<file path="config.mk">
export PLATFORM = sky130hd
export DESIGN_NAME = multi_timer_apb
export DESIGN_NICKNAME = d
export VERILOG_FILES = /design/src/rtl/multi_timer_pkg.sv /design/src/rtl/timer_channel.sv /design/src/rtl/multi_timer_apb.sv
export SDC_FILE = /design/constraint.sdc
export NUM_CORES = 1
export LEC_CHECK = 0
export ABC_AREA = 1
export CELL_PAD_IN_SITES_DETAIL_PLACEMENT = 1
export CELL_PAD_IN_SITES_GLOBAL_PLACEMENT = 2
export CORE_MARGIN = 1.5
export CORE_UTILIZATION = 30
export DETAILED_ROUTE_END_ITERATION = 6
export PLACE_DENSITY = 0.81
export SETUP_SLACK_MARGIN = 0.5
export SYNTH_ARGS = -nofsm -noshare
export SYNTH_HDL_FRONTEND = slang
export SYNTH_HIERARCHICAL = 1
export SYNTH_SLANG_ARGS = --single-unit
export TNS_END_PERCENT = 1
</file>
<file path="constraint.sdc">
create_clock -name pclk -period 2.5 [get_ports pclk]
set_clock_uncertainty 0.1 [all_clocks]
set_input_delay 0.25 -clock pclk [delete_from_list [all_inputs] [get_ports pclk]]
set_output_delay 0.25 -clock pclk [all_outputs]
set_load 0.03 [all_outputs]
</file>
<file path="src/rtl/multi_timer_pkg.sv">
// Shared constants for the multi-channel APB timer: register word offsets,
// CTRL bit positions and the per-channel address stride.
package multi_timer_pkg;
  localparam logic [1:0] LOAD_OFS   = 2'd0;
  localparam logic [1:0] CTRL_OFS   = 2'd1;
  localparam logic [1:0] VALUE_OFS  = 2'd2;
  localparam logic [1:0] STATUS_OFS = 2'd3;

  localparam int EN_BIT  = 0;
  localparam int PER_BIT = 1;
  localparam int IE_BIT  = 2;

  localparam int CTRL_W    = 3;
  localparam int CH_STRIDE = 16;
endpackage

</file>
<file path="src/rtl/timer_channel.sv">
// One timer channel: LOAD/CTRL registers, up-counter and sticky pending flag.
// Expiry happens when the counter reaches LOAD-1, giving a period of LOAD cycles.
module timer_channel
  import multi_timer_pkg::*;
#(
  parameter int                WIDTH      = 32,
  parameter logic [WIDTH-1:0]  RESET_LOAD = '0,
  parameter logic [CTRL_W-1:0] RESET_CTRL = '0
) (
  input  logic              pclk,
  input  logic              nreset,
  input  logic              load_we_i,
  input  logic              ctrl_we_i,
  input  logic              status_we_i,
  input  logic [WIDTH-1:0]  wdata_i,
  input  logic [CTRL_W-1:0] ctrl_wdata_i,
  output logic [WIDTH-1:0]  load_o,
  output logic [CTRL_W-1:0] ctrl_o,
  output logic [WIDTH-1:0]  value_o,
  output logic              pending_o,
  output logic              expire_o
);
  logic [WIDTH-1:0]  load_q, load_d;
  logic [WIDTH-1:0]  cnt_q, cnt_d;
  logic [CTRL_W-1:0] ctrl_q, ctrl_d;
  logic              pend_q, pend_d;
  logic              expire;

  // LOAD = 0 never expires, so the counter simply parks at 0.
  assign expire = ctrl_q[EN_BIT] && (load_q != '0) && (cnt_q == load_q - WIDTH'(1));

  always_comb begin
    load_d = load_q;
    ctrl_d = ctrl_q;
    cnt_d  = cnt_q;
    pend_d = pend_q;
    if (ctrl_q[EN_BIT] && (load_q != '0)) begin
      cnt_d = expire ? '0 : cnt_q + WIDTH'(1);
    end
    if (expire && !ctrl_q[PER_BIT]) begin
      ctrl_d[EN_BIT] = 1'b0;
    end
    // A software CTRL write overrides the one-shot auto-disable.
    if (ctrl_we_i) begin
      ctrl_d = ctrl_wdata_i;
      if (!ctrl_wdata_i[EN_BIT]) begin
        cnt_d = expire ? '0 : cnt_q;
      end else if (!ctrl_q[EN_BIT]) begin
        cnt_d = '0;
      end
    end
    if (load_we_i) begin
      load_d = wdata_i;
      cnt_d  = '0;
    end
    if (status_we_i && wdata_i[0]) begin
      pend_d = 1'b0;
    end
    if (expire) begin
      pend_d = 1'b1;
    end
  end

  always_ff @(posedge pclk) begin
    if (!nreset) begin
      load_q <= RESET_LOAD;
      ctrl_q <= RESET_CTRL;
      cnt_q  <= '0;
      pend_q <= 1'b0;
    end else begin
      load_q <= load_d;
      ctrl_q <= ctrl_d;
      cnt_q  <= cnt_d;
      pend_q <= pend_d;
    end
  end

  assign load_o    = load_q;
  assign ctrl_o    = ctrl_q;
  assign value_o   = cnt_q;
  assign pending_o = pend_q;
  assign expire_o  = expire;
endmodule

</file>
<file path="src/rtl/multi_timer_apb.sv">
// APB3 front end for NUM_CH timer channels: address decode, read mux and the
// registered per-channel irq lines plus the combined fabint level.
module multi_timer_apb
  import multi_timer_pkg::*;
#(
  parameter int NUM_CH         = 4,
  parameter int WIDTH          = 32,
  parameter int DEFAULT_PERIOD = 10000000,
  parameter int CH0_AUTOSTART  = 1
) (
  input  logic              pclk,
  input  logic              nreset,
  input  logic              psel,
  input  logic              penable,
  input  logic              pwrite,
  input  logic [7:0]        paddr,
  input  logic [31:0]       pwdata,
  output logic [31:0]       prdata,
  output logic              pready,
  output logic              pslverr,
  output logic [NUM_CH-1:0] irq,
  output logic              fabint
);
  localparam int CH_LSB = $clog2(CH_STRIDE);
  localparam int CH_W   = 8 - CH_LSB;

  // Handshake: no wait states, so a transfer completes on every cycle where
  // psel & penable are high; writes commit on that edge, reads are sampled then.
  logic [CH_W-1:0] ch_sel;
  logic [1:0]      reg_sel;
  logic            access, ch_ok, wr_en, rd_en;

  assign ch_sel  = paddr[7:CH_LSB];
  assign reg_sel = paddr[CH_LSB-1:2];
  assign access  = psel && penable;
  assign ch_ok   = {1'b0, ch_sel} < (CH_W+1)'(NUM_CH);
  assign wr_en   = access && pwrite && ch_ok;
  assign rd_en   = access && !pwrite && ch_ok;
  assign pslverr = access && !ch_ok;
  assign pready  = 1'b1;

  logic [NUM_CH-1:0] load_we, ctrl_we, status_we, pending, ie, expire;
  logic [WIDTH-1:0]  load_v  [NUM_CH];
  logic [WIDTH-1:0]  value_v [NUM_CH];
  logic [CTRL_W-1:0] ctrl_v  [NUM_CH];

  for (genvar i = 0; i < NUM_CH; i++) begin : g_ch
    localparam logic [CTRL_W-1:0] RST_CTRL =
      (i == 0 && CH0_AUTOSTART != 0) ? 3'b111 : 3'b000;
    logic sel;

    assign sel          = wr_en && (ch_sel == CH_W'(i));
    assign load_we[i]   = sel && (reg_sel == LOAD_OFS);
    assign ctrl_we[i]   = sel && (reg_sel == CTRL_OFS);
    assign status_we[i] = sel && (reg_sel == STATUS_OFS);
    assign ie[i]        = ctrl_v[i][IE_BIT];

    timer_channel #(
      .WIDTH      (WIDTH),
      .RESET_LOAD (WIDTH'(DEFAULT_PERIOD)),
      .RESET_CTRL (RST_CTRL)
    ) u_ch (
      .pclk         (pclk),
      .nreset       (nreset),
      .load_we_i    (load_we[i]),
      .ctrl_we_i    (ctrl_we[i]),
      .status_we_i  (status_we[i]),
      .wdata_i      (pwdata[WIDTH-1:0]),
      .ctrl_wdata_i (pwdata[CTRL_W-1:0]),
      .load_o       (load_v[i]),
      .ctrl_o       (ctrl_v[i]),
      .value_o      (value_v[i]),
      .pending_o    (pending[i]),
      .expire_o     (expire[i])
    );
  end

  always_comb begin
    prdata = '0;
    if (rd_en) begin
      for (int i = 0; i < NUM_CH; i++) begin
        if (ch_sel == CH_W'(i)) begin
          case (reg_sel)
            LOAD_OFS:   prdata = 32'(load_v[i]);
            CTRL_OFS:   prdata = 32'(ctrl_v[i]);
            VALUE_OFS:  prdata = 32'(value_v[i]);
            STATUS_OFS: prdata = {31'd0, pending[i]};
            default:    prdata = '0;
          endcase
        end
      end
    end
  end

  // fabint is derived from pending & ie directly so it aligns with irq.
  logic [NUM_CH-1:0] irq_q;
  logic              fabint_q;

  always_ff @(posedge pclk) begin
    if (!nreset) begin
      irq_q    <= '0;
      fabint_q <= 1'b0;
    end else begin
      irq_q    <= pending & ie;
      fabint_q <= |(pending & ie);
    end
  end

  assign irq    = irq_q;
  assign fabint = fabint_q;

  logic unused_bits;
  assign unused_bits = ^{paddr[1:0], pwdata, expire};
endmodule

</file>
==> flow_metrics.tcl <==
set metrics [dict create \
    h-tree-depth 2 \
    clockRootBuffer "clkbuf_16" \
    endpoint_kind "register" \
    maxCapViolations 0 \
    leakage_uw 0.0146 \
    fin_util_pct 44.4 \
    antenna_left 0 \
    hp-class "register to register" \
    grt_pass1_wl_um 174000 \
    ir_worst_vdd_v 0.000448 \
    nets 4663 \
    timing.rr.start "g_ch[2].u_ch/load_o[17]$_SDFFE_PN0P_" \
    yosysTopAreaCell "dfxtp_1" \
    cp-start-kind "register" \
    drtPass1Iterations 5 \
    worstPathRequired_ns 2.92 \
    crit_type "register to register" \
    tns_ns -6.95 \
    violations "negative setup slack" \
    ys_types 51 \
    syn_to_final_growth_pct 45.8 \
    dpl.cell_count 5508 \
    cts_tree "done" \
    total_power_uw 11700 \
    slew_headroom_pct 43.2 \
    wl_per_cell_um 21.0 \
    io_pins 84 \
    vias_per_cell 5.12 \
    drv_slew 0 \
    fp.dieArea_mm2 0.0761 \
    cts_sinks 277 \
    cpPeakStageDelay_ns 0.50 \
    hold_viol 0 \
    hold_path_end "g_ch[0].u_ch/ctrl_o[1]$_SDFFE_PN1P_" \
    r2r_setup_slack_ns -0.15 \
    path_common_cell "nand2_1" \
    clk_path_buf_depth 3 \
    first_global_vias 28200 \
    critical_path_arrival_ns 3.06 \
    cts_made_buffers 40 \
    synth_cells 3907 \
    detail_route.iter0.violations 2088 \
    avgSynthCellArea_um2 5.72 \
    grt_remaining_overflow 0 \
    r2r_cells 14 \
    syn-cell-area_mm2 0.0223 \
    crit-reg2reg-capture "g_ch[2].u_ch/value_o[17]$_SDFFE_PP0P_" \
    ys.flop_type "dfxtp_1" \
    setup_ws_ns -0.148 \
    fin_cells 5597 \
    crit_path_max_fanout 4 \
    synth_top_area_share_pct 24.8 \
    drc_errors 0 \
    drt-total-wl_um 117000 \
    placementRows 99 \
    ys_seq_area_share_pct 24.8 \
    dp_slack_ns -0.474 \
    portBuffers 80 \
    synthMostInstantiatedCell "nand2_1" \
    cp_slowest_cell "dfxtp_1" \
    grt_max_degree 63 \
    gp_congestion 0.980 \
    period_share_pct 106 \
    p_per_area_mw_per_mm2 360 \
    worstMarginPinSlew_ns 0.850 \
    post-route-min-period_ns 2.65 \
    die_x_um 276 \
    status "complete, but fails checks" \
    grt_use_total_pct 30.2 \
    holdPathStages 2 \
    synth_nets 3964 \
    synth_seq_cells 277 \
    setup_viol 106 \
    netlist_top_cells_area "dfxtp_1 (25%), nand2_1 (22%), nor2_1 (10%), nand3_1 (8.2%), inv_1 (6.0%)" \
    yosys_warnings 6 \
    synth_commonest_cells "nand2_1 (1,300), nor2_1 (596), nand3_1 (364)" \
    critPathTopFamily "simple AND/OR/NAND/NOR gates" \
    synth_edf_count 0 \
    clk_latency_ns 0.59 \
    place_hpwl_um 93500 \
    num_vias 28600 \
    hold_start "g_ch[0].u_ch/ctrl_o[1]$_SDFFE_PN1P_" \
    async_reset_ff_share_pct 0 \
    path_cells "inv_1, nand2_1, nor2_2, nand2_1, nor2_1, nand2_1, buf_4, nand3_2, nor2_4, nand4_1, buf_4, xor2_1, or2_2, a21oi_1" \
    initial_core_util_pct 30.5 \
    antenna_found_initial 7 \
    fmax_mhz 378 \
    die_h_um 276 \
    clkTransAtPathRegs_ns 0.06 \
    crit_buf_inv 3 \
    drive_above_1_share_pct 27.5 \
    core_area_mm2 0.0733 \
    grt_setup_unrepaired "true" \
]
[worst max path at each step]
stage	start	to	cells past startpoint
6_report	g_ch[2].u_ch/load_o[17]$_SDFFE_PN0P_	g_ch[2].u_ch/value_o[17]$_SDFFE_PP0P_	14
3_5_place_dp	paddr[6]	g_ch[2].u_ch/value_o[25]$_SDFFE_PP0P_	15
5_1_grt	g_ch[1].u_ch/load_o[0]$_SDFFE_PN0P_	g_ch[1].u_ch/value_o[29]$_SDFFE_PP0P_	18
4_1_cts	g_ch[2].u_ch/load_o[1]$_SDFFE_PN0P_	g_ch[2].u_ch/value_o[21]$_SDFFE_PP0P_	21
2_1_floorplan	g_ch[0].u_ch/load_o[0]$_SDFFE_PN0P_	g_ch[0].u_ch/value_o[8]$_SDFFE_PP0P_	20
3_3_place_gp	paddr[6]	g_ch[2].u_ch/value_o[25]$_SDFFE_PP0P_	15
[worst reg2reg max path, delay by kind of cell, from the launching register on]
family          cells  cell delay, ns
xor+xnor            1            0.14
simple gates        9            1.24
flops               1            0.50
buf+inv             3            0.45
compound gates      1            0.13
[cell type report]
cell class              instances  area (um^2)
flip-flops and latches        277         5590
fillers                      9785        40800
multi-input cells            3118        15800
clock inverters                19          269
clock buffers                  53         1160
repair buffers                785         7110
diodes                          2         5.00
inverters                     384         1460
well taps                     959         1200
[state kept, by name (all words and copies together), names as in the netlist]
register and flops:
g_ch.u_ch/load_o 128, g_ch.u_ch/value_o 128, g_ch.u_ch/ctrl_o 12, g_ch.u_ch/pending_o 4, irq 4, fabint 1
[kinds of logic (layout without fill, tap and decap cells)]
kind of cell	Yosys count	count (layout)	share of synthesized area (%)
compound gates	416	416	9.81
xor+xnor	134	134	5.32
fa+ha+maj	12	12	0.672
buf+inv	512	1241	9.70
flops	277	277	24.8
other cells	1	3	0.0168
simple gates	2555	2555	49.7
[per-layer routing]
metal | track usage, % | vias to the layer above | share of wire, %
met4 | 13.6 | 2 | 4.9
li1 | - | 13800 | -
met3 | 3.93 | 209 | 5.7
met5 | 0 | - | 0.011
met1 | 40.6 | 13900 | 45
met2 | 48.2 | 803 | 45
[repair_timing]
action | CTS | global route
pin swaps | 40 | 52
endpoints found under the hold margin | 11 | 0
cloned | 1 | 3
resized for setup | 227 | 212
buffers inserted | 5 | 5
hold buffers | 1 | 0
setup endpoints to repair | 217 | 254
[report_power, final]
part | switching [uW] | internal (uW) | leakage [uW]
registers | 9.41 | 4420 | 0.00224
clock network | 2460 | 3890 | 0.000704
logic | 632 | 330 | 0.0116
total | 3100 | 8640 | 0.0146
[per-stage QoR]
step                      hold WS (ns)  instance area (um^2)
final                            0.391                 32600
after global routing             0.426                 32600
after CTS                        0.378                 31900
after detailed placement         0.377                 29600
after global placement           0.381                 29600
after floorplan                  0.272                 22400
[placed cells by master, fill, tap and decap left out, types with 37 or more instances in the layout]
cell type | netlist | layout
xnor2_1 | 46 | 46
buf_4 | 7 | 629
nand2_2 | 27 | 64
buf_12 | 0 | 68
nor2_1 | 596 | 505
nor2_4 | 32 | 66
clkbuf_16 | 0 | 44
dfxtp_1 | 277 | 242
xor2_1 | 86 | 86
nor3_1 | 40 | 37
nand3_2 | 17 | 60
nand2_1 | 1300 | 1256
nand3_1 | 364 | 316
nand4_1 | 62 | 62
a21oi_1 | 189 | 172
nor2_2 | 50 | 107
clkdlybuf4s50_1 | 0 | 40
o21ai_0 | 176 | 132
inv_1 | 359 | 345
(Power assumes the default switching activity.)
